[config.mk]
export PLATFORM = sky130hd
export DESIGN_NAME = demux16_arbiter
export DESIGN_NICKNAME = d
export VERILOG_FILES = /design/src/rtl/demux16_arbiter.sv
export SDC_FILE = /design/constraint.sdc
export NUM_CORES = 1
export LEC_CHECK = 0
export ABC_AREA = 1
export BUFFER_PORTS_ARGS = -buffer_cell sky130_fd_sc_hd__buf_2
export CORE_AREA = 2 2 85 71
export DETAILED_ROUTE_END_ITERATION = 10
export DIE_AREA = 0 0 87 73
export PLACE_DENSITY = 0.73
export SYNTH_ARGS = -nofsm -noshare
export SYNTH_HDL_FRONTEND = slang
export SYNTH_SLANG_ARGS = --single-unit
[constraint.sdc]
create_clock -name clk -period 3.5 [get_ports clk]
set_input_delay 0 -clock clk [delete_from_list [all_inputs] [get_ports clk]]
set_output_delay 0 -clock clk [all_outputs]
set_load 0.02 [all_outputs]
[src/rtl/demux16_arbiter.sv]
// Round-robin arbiter/sequencer granting one of 16 sinks a bounded burst from a shared valid/ready source.
// Latency: req -> gnt one cycle; termination -> burst_done/IDLE one cycle. Source is stalled (in_ready=0) outside GRANT.
module demux16_arbiter #(
    parameter int BURST = 4,
    parameter int CW    = 8
) (
    input  logic        clk,
    input  logic        rst,
    input  logic [15:0] req,
    input  logic        in_valid,
    output logic        in_ready,
    output logic [3:0]  sel,
    output logic [15:0] gnt,
    output logic        busy,
    output logic        burst_done
);

    typedef enum logic {
        S_IDLE  = 1'b0,
        S_GRANT = 1'b1
    } state_t;

    state_t        state_q, state_d;
    logic [3:0]    sel_q, sel_d;
    logic [3:0]    ptr_q, ptr_d;
    logic [CW-1:0] cnt_q, cnt_d;
    logic          done_q, done_d;

    logic          win_found;
    logic [3:0]    win_idx;
    logic [3:0]    scan_idx;
    logic          beat;
    logic          last_beat;

    // Scan starts at ptr and wraps naturally through the 4-bit add.
    always_comb begin
        win_found = 1'b0;
        win_idx   = 4'd0;
        scan_idx  = 4'd0;
        for (int k = 0; k < 16; k++) begin
            scan_idx = ptr_q + 4'(k);
            if (!win_found && req[scan_idx]) begin
                win_found = 1'b1;
                win_idx   = scan_idx;
            end
        end
    end

    assign beat      = (state_q == S_GRANT) && in_valid;
    assign last_beat = beat && (cnt_q == CW'(BURST - 1));

    always_comb begin
        state_d = state_q;
        sel_d   = sel_q;
        ptr_d   = ptr_q;
        cnt_d   = cnt_q;
        done_d  = 1'b0;
        case (state_q)
            S_IDLE: begin
                if (win_found) begin
                    state_d = S_GRANT;
                    sel_d   = win_idx;
                    cnt_d   = '0;
                end
            end
            S_GRANT: begin
                if (beat) begin
                    cnt_d = cnt_q + CW'(1);
                end
                // A beat coinciding with a dropped request is still taken.
                if (last_beat || !req[sel_q]) begin
                    state_d = S_IDLE;
                    ptr_d   = sel_q + 4'd1;
                    cnt_d   = '0;
                    done_d  = 1'b1;
                end
            end
            default: begin
                state_d = S_IDLE;
            end
        endcase
    end

    always_ff @(posedge clk) begin
        if (rst) begin
            state_q <= S_IDLE;
            sel_q   <= 4'd0;
            ptr_q   <= 4'd0;
            cnt_q   <= '0;
            done_q  <= 1'b0;
        end else begin
            state_q <= state_d;
            sel_q   <= sel_d;
            ptr_q   <= ptr_d;
            cnt_q   <= cnt_d;
            done_q  <= done_d;
        end
    end

    assign busy       = (state_q == S_GRANT);
    assign in_ready   = busy;
    assign gnt        = busy ? (16'h0001 << sel_q) : 16'h0000;
    assign sel        = sel_q;
    assign burst_done = done_q;

endmodule

==> summary.md, run 1 <==
| Metric | Value |
|---|---|
| Post-route cell area | roughly 3200 um^2 |
| DP HPWL | between 7000 and 8000 um |
| Die H | around 73 um |
| IO Pins | 42 |
| Number of max-cap violations | 0 |
| Status | complete, no violations |
| CP arrival | 3.35 ns |
| Crit. End Element | register |
| Die Area | between 6000 and 7000 um^2 |
| Seq/Total Area, Yosys | 12.4% |
| Initial antenna violation count | 0 |
| Post-DP Area | roughly 3200 um^2 |
| Lkg Pwr | about 1.6 nW |
| Final Hold Vio Count | 0 |
| CP endpoint | sel[0] |
| Pre-CTS WS | 0.249 ns |
| Commonest cells after routing, fill and taps aside | 156 x nand2_1, 86 x nand3_1, 75 x nor2_1 |
| Max VDD drop | between 0.5 and 0.6 mV |
| Max Clock Skew | approximately 0.0011 ns |
| Tot Pwr | ~0.0028 W |
| Synth async-reset ratio | 0% |
| Crit Path Class | register to register |
| CP max FO | 13 |
| Setup-failing EPs final | 0 |
| Vias in the first global route | approximately 3000 |
| Clk root buf | clkbuf_8 |
| Register Area | approximately 360 um^2 |
| Core ar. | approximately 5600 um^2 |
| Largest net degree at the start of global routing | 22 |
| Hold buffers post-CTS | 0 |
| RSZ-0062 raised after global routing | no |
| Reg2reg start | ptr_q[1] |
| Diode count | 0 |
| Total track usage | between 20% and 30% |
| Crit-path cells | buf_4 > ha_1 > nand2_2 > xor2_2 > inv_1 > nand2_1 > nand2_2 > nor2_4 > nand4_4 > nor2_4 > nand3_2 > nor2_4 > nand4_4 > nor2_2 > nand4_1 > nand2_2 > inv_2 > o21ai_0 > a21oi_1 |
| Antenna-violating nets left | 0 |
| Max incr delay on CP | about 0.33 ns |
| Drt pass-1 iters | 5 |
| Synth Instances | 525 |
| Slowest cell on the critical path | dfxtp_1 |
| CTS sink count | 18 |
| Core Rows | 25 |
| # DRC | 0 |
| RD Place Congestion | between 0.9 and 1 |
| CTS H-tree lvls | 1 |
| Total negative setup slack | 0 ns |
| Clk pin slew, worst setup/hold paths | approximately 0.07 ns |
| Routed WL | 8920 um |
| Nets | 598 |
| Max frequency | about 310 MHz |
| Hold Path Class | primary input to register |
| Post-synth EDFFs | 0 |
| Ys flop type | dfxtp_1 |
| Max Slew Vio Count | 0 |
| Ys Warns | 0 |
| Global route total overflow | 0 |
| R2R setup slack | about 0.29 ns |
| IO Port Bufs | 41 |
| Share of layout cells above drive strength 1 | between 10% and 20% |
| Worst path required time | between 3 and 4 ns |
| First-iteration detailed-routing DRC count | 401 |
| CTS tree | done |
| Syn-to-layout area delta | 11.1% |
| Worst r2r dst | sel[0] |
| Worst slew pin tran | between 0.7 and 0.8 ns |
| Skew-Pair Late Insertion Delay | 0.25 ns |
| Critical Path Start | ptr_q[1] |
| Final min period | 3.21 ns |
| Power density over cell area | 876 nW/um^2 |
| Area of the multi-input gates | 2270 um^2 |
| DR vias | 3591 |
| Die width | a little under 90 um |
| Vias per cell | 5.69 |
| Initial core utilization | between 50% and 60% |
| CTS max path bufs | 2 |
| Drt wl/cell | 14.1 um |
| Most common cell after layout, fill and taps aside | nand2_1 |
| Rel. slew slack | 50.9% |
| Mapped Avg Cell Area | ~5.5 um^2 |
| Tcrit/Tclk final | 91.8% |
| CTS Buf Count | 3 |
| Startpoint Class | register |
| Synth Register Bits | 18 |
| Fillcell total | roughly 580 |
| First-pass GRT wire length | 14800 um |
| Syn Std Cell Area | between 2000 and 3000 um^2 |
| Reg2Reg Depth | 19 |
| Synth cell types | 41 |
| Final WS setup | roughly 0.29 ns |
| Synthesized Nets | 558 |
critical path, delay by kind of cell, from the launching register on:
family	cells	cell delay (ns)
XOR/XNOR	1	0.29
AO/OA/AOI/OAI	2	0.21
adder cells (fa/ha/maj)	1	0.26
flip-flops	1	0.33
buffers and inverters	3	0.41
AND/OR/NAND/NOR	12	1.60
kinds of logic (layout without fill, tap and decap cells):
kind of cell,count (synthesis),count (layout),share of synthesized area (%)
AND/OR/NAND/NOR,369,369,58.2
buffers and inverters,65,104,9.75
AO/OA/AOI/OAI,48,48,9.24
flip-flops,18,18,12.4
adder cells (fa/ha/maj),14,14,6.01
XOR/XNOR,11,11,4.47
final cells by class:
type,count,area share [%]
clock buffer,4,1.70
inverter,51,6.07
multi-input combinational,442,70.2
sequential,18,11.2
tap,67,2.59
timing repair buffer,49,8.31
metal layers:
| layer | share of wire [%] | GRT usage (%) | up-vias |
|---|---|---|---|
| met2 | 43 | 46.1 | 189 |
| met3 | 10 | 3.73 | 18 |
| met1 | 45 | 42.0 | 1579 |
| met5 | 0 | 0 | - |
| met4 | 1.7 | 5.03 | 0 |
| li1 | - | - | 1805 |
power breakdown:
group	internal, W	switching [W]	total (W)
combinational	0.000689	0.00167	0.00236
sequential	0.000247	0.0000553	0.000303
clock	0.000100	0.0000730	0.000173
total	0.00104	0.00180	0.00284
sequential cells by signal, summed over array words and instances, names as in the netlist:
name	flops
ptr_q	4
sel	4
busy	1
burst_done	1
cnt_q	8
cells in the mapped netlist (2+ instances only):
cell type	instances	area, um^2
nand3_1	86	430
a21oi_1	18	90.1
nand4_1	15	93.8
xnor2_1	4	35.0
or2_2	3	18.8
nand2_1	157	589
nor2_4	3	33.8
buf_6	2	22.5
buf_2	7	35.0
inv_2	6	22.5
o21a_1	2	15.0
nand2_2	6	37.5
nor2_1	75	282
nand3b_1	2	15.0
inv_1	43	161
and2_1	3	18.8
o21ai_0	13	65.1
xor2_1	4	35.0
buf_4	3	22.5
clkbuf_1	2	7.51
nand4_4	2	42.5
nor3_1	8	40.0
dfxtp_1	18	360
o21ai_1	5	25.0
o22ai_1	4	25.0
nand2_4	2	22.5
o221ai_1	2	17.5
xor2_2	2	32.5
ha_1	14	175
nand4_2	2	25.0
nor4_1	2	12.5
how the worst min path moves through the flow:
stage	slack (ns)	cells past startpoint	start	to
finish	0.06	2	rst	cnt_q[4]
global route	0.07	2	rst	cnt_q[2]
CTS	0.06	2	rst	cnt_q[4]
detailed placement	0.33	2	rst	cnt_q[2]
global placement	0.32	2	rst	cnt_q[5]
floorplan	0.32	2	rst	sel[2]
through the flow:
step / std cells / util (%) / hold WS (ns)
finish: 631 / 57.8 / 0.0562
global route: 631 / 57.8 / 0.0716
CTS: 631 / 57.7 / 0.0629
detailed placement: 627 / 56.7 / 0.333
global placement: 627 / 56.7 / 0.324
floorplan: 525 / - / 0.320
timing repair:
action,4_1_cts,5_1_grt
endpoints found under the setup margin,0,12
endpoints found under the hold margin,0,0
buffers inserted,0,0
gates resized for setup,0,4
Note: power is estimated with default switching activity, not from simulation.
==> run 2, diff against run 1 <==
--- a/config.mk
+++ b/config.mk
@@ -7,10 +7,11 @@
 export LEC_CHECK = 0
 export ABC_AREA = 1
 export BUFFER_PORTS_ARGS = -buffer_cell sky130_fd_sc_hd__buf_2
-export CORE_AREA = 2 2 85 71
+export CORE_AREA = 2 2 99 82
 export DETAILED_ROUTE_END_ITERATION = 10
-export DIE_AREA = 0 0 87 73
-export PLACE_DENSITY = 0.73
+export DIE_AREA = 0 0 101 84
+export GPL_TIMING_DRIVEN = 0
+export PLACE_DENSITY = 0.56
 export SYNTH_ARGS = -nofsm -noshare
 export SYNTH_HDL_FRONTEND = slang
 export SYNTH_SLANG_ARGS = --single-unit
==> constraint.sdc (replaced) <==
create_clock -name clk -period 3.6 [get_ports clk]
set_input_delay 0 -clock clk [delete_from_list [all_inputs] [get_ports clk]]
set_output_delay 0 -clock clk [all_outputs]
set_load 0.02 [all_outputs]
==> summary.md, run 2 (synthesized netlist as in run 1, its figures left out) <==
| Metric | Value |
|---|---|
| Hold Path Class | primary input to register |
| CTS sink count | 18 (unchanged) |
| First-pass GRT wire length | 15800 um (+7.2%) |
| Vias in the first global route | 3161 (+3.9%) |
| Largest Register | cnt_q |
| Number of max-cap violations | 0 (unchanged) |
| CTS H-tree lvls | 1 (unchanged) |
| Reg2Reg Depth | 22 (+3) |
| Worst r2r dst | cnt_q[5] |
| DP HPWL | 7540 um (+5.4%) |
| Max reg flops | 8 (unchanged) |
| Die H | 84 um (+15%) |
| Antenna-violating nets left | 0 (unchanged) |
| Diode count | 0 (unchanged) |
| Lkg Pwr | 1.65 nW (+2.8%) |
| Setup-failing EPs final | 0 (unchanged) |
| Final min period | 3.30 ns (+0.0883 ns) |
| Clk root buf | clkbuf_8 |
| Status | complete, no violations |
| Rel. slew slack | 44.2% (-6.8 points) |
| Crit. End Element | register |
| Utilization after layout | 44.2% (-14 points) |
| Crit Path Class | register to register |
| Initial core utilization | 38.2% (-14 points) |
| Share of layout cells above drive strength 1 | 17.1% (+1.7 points) |
| CTS Buf Count | 3 (unchanged) |
| Global route total overflow | 0 (unchanged) |
| Routed WL | 9490 um (+6.4%) |
| Drt pass-1 iters | 5 (unchanged) |
| Core ar. | 7620 um^2 (+36%) |
| Final Hold Vio Count | 0 (unchanged) |
| Max frequency | 303 MHz (-2.7%) |
| RD Place Congestion | 0.981 (+4.0%) |
| # DRC | 0 (unchanged) |
| Nets | 607 (+1.5%) |
| CTS tree | done |
| Clk pin slew, worst setup/hold paths | 0.07 ns (about the same) |
| IO Pins | 42 (unchanged) |
| Drt wl/cell | 14.3 um (+0.84%) |
| Tcrit/Tclk final | 91.7% (-0.098 points) |
| Syn-to-layout area delta | 15.7% |
| Most common cell after layout, fill and taps aside | nand2_1 |
| CP arrival | 3.43 ns (+0.08 ns) |
| Commonest cells after routing, fill and taps aside | 156 x nand2_1, 86 x nand3_1, 74 x nor2_1 |
| Worst path required time | 3.73 ns (+0.09 ns) |
| Hold Path Origin | rst |
| Fillcell total | 837 (+43%) |
| Largest net degree at the start of global routing | 14 (-36%) |
| Worst hold stages | 2 (unchanged) |
| Die width | 101 um (+16%) |
| R2R setup slack | 0.30 ns (about the same) |
| Core Rows | 29 (+16%) |
| Max Clock Skew | 0.00360 ns (+0.00254 ns) |
| DR vias | 3575 (-0.45%) |
| Initial antenna violation count | 0 (unchanged) |
| Max VDD drop | 0.287 mV (-48%) |
| Min Hold Slack | 0.161 ns (+0.105 ns) |
| CTS max path bufs | 2 (unchanged) |
| Skew-Pair Late Insertion Delay | 0.26 ns (about the same) |
| Vias per cell | 5.37 (-5.7%) |
| Worst slew pin tran | 0.834 ns (+0.101 ns) |
| Max Slew Vio Count | 0 (unchanged) |
| IO Port Bufs | 40 (-2.4%) |
| Startpoint Class | register |
| Worst Hold Path EP | cnt_q[3] |
| Total track usage | 23.1% (-5.8 points) |
| RSZ-0062 raised after global routing | no |
| First-iteration detailed-routing DRC count | 254 (-37%) |
| Die Area | 8480 um^2 (+34%) |
| CP max FO | 10 (-3) |
| Hold buffers post-CTS | 0 (unchanged) |
| Power density over cell area | 849 nW/um^2 (-3.1%) |
| Reg2reg start | ptr_q[0] |
==> run 2: metrics by stage <==
step	setup TNS [ns]	worst slack (ns)	cell area, um^2	std cells	total power (W)
floorplan	0	0.494	2910	525	0.00200
global placement	-2.29	-0.243	3230	658	0.00254
detailed placement	-2.37	-0.241	3230	658	0.00256
CTS	0	0.0479	3320	664	0.00277
global route	0	0.0200	3370	666	0.00318
finish	0	0.298	3370	666	0.00286
==> run 2: cell type report <==
type                       count  area [um^2]  share of cell area [%]
clock buffer                   4         55.1                    1.63
tap                           93          116                    3.45
inverter                      51          196                    5.83
multi-input combinational    443         2310                    68.7
sequential                    18          363                    10.8
buffer                        14          103                    3.04
timing repair buffer          43          223                    6.61
==> run 2: worst max-delay path, stage by stage (launching register included) <==
cell and delay (ns):
dfxtp_2 0.34, inv_2 0.06, buf_2 0.26, ha_4 0.26
inv_2 0.08, buf_6 0.16, nand3_1 0.14, nand3_1 0.12
nand2_1 0.07, nand2_1 0.07, nand2_2 0.07, nor2_4 0.16
nand4_4 0.12, nor2_4 0.15, nand3_2 0.13, nor2_4 0.16
nand4_4 0.14, nor3_4 0.19, nand4_4 0.16, nand2_4 0.14
inv_2 0.07, nand2_1 0.06, a21oi_1 0.05
==> run 2: how the worst max path moves through the flow <==
stage / slack (ns) / cells past startpoint / endpoint / start
detailed placement: -0.24 / 22 / cnt_q[5] / ptr_q[1]
floorplan: 0.49 / 22 / cnt_q[1] / ptr_q[1]
finish: 0.30 / 22 / cnt_q[5] / ptr_q[0]
global route: 0.02 / 23 / sel[1] / ptr_q[0]
global placement: -0.24 / 22 / cnt_q[6] / ptr_q[1]
CTS: 0.05 / 22 / cnt_q[5] / ptr_q[1]
==> run 2: where the power goes <==
group          internal (W)  leakage [nW]  switching (W)
sequential         0.000242         0.147      0.0000599
clock             0.0000973        0.0288      0.0000706
combinational      0.000713          1.48        0.00168
total               0.00105          1.65        0.00181
==> run 2: per-layer routing <==
metal,routed length (um),share of wire (%),track usage [%],vias to the layer above
met1,4600,49,35.5,1606
li1,-,-,-,1821
met5,0,0,0,-
met3,784,8.3,3.69,9
met4,87,0.92,4.30,0
met2,4020,42,33.6,139
==> run 2: timing repair <==
action / in CTS / in global routing
gates resized for setup: 5 / 11
pin swaps: 2 / 3
endpoints found under the setup margin: 13 / 13
cloned: 1 / 0
setup buffers: 1 / 2
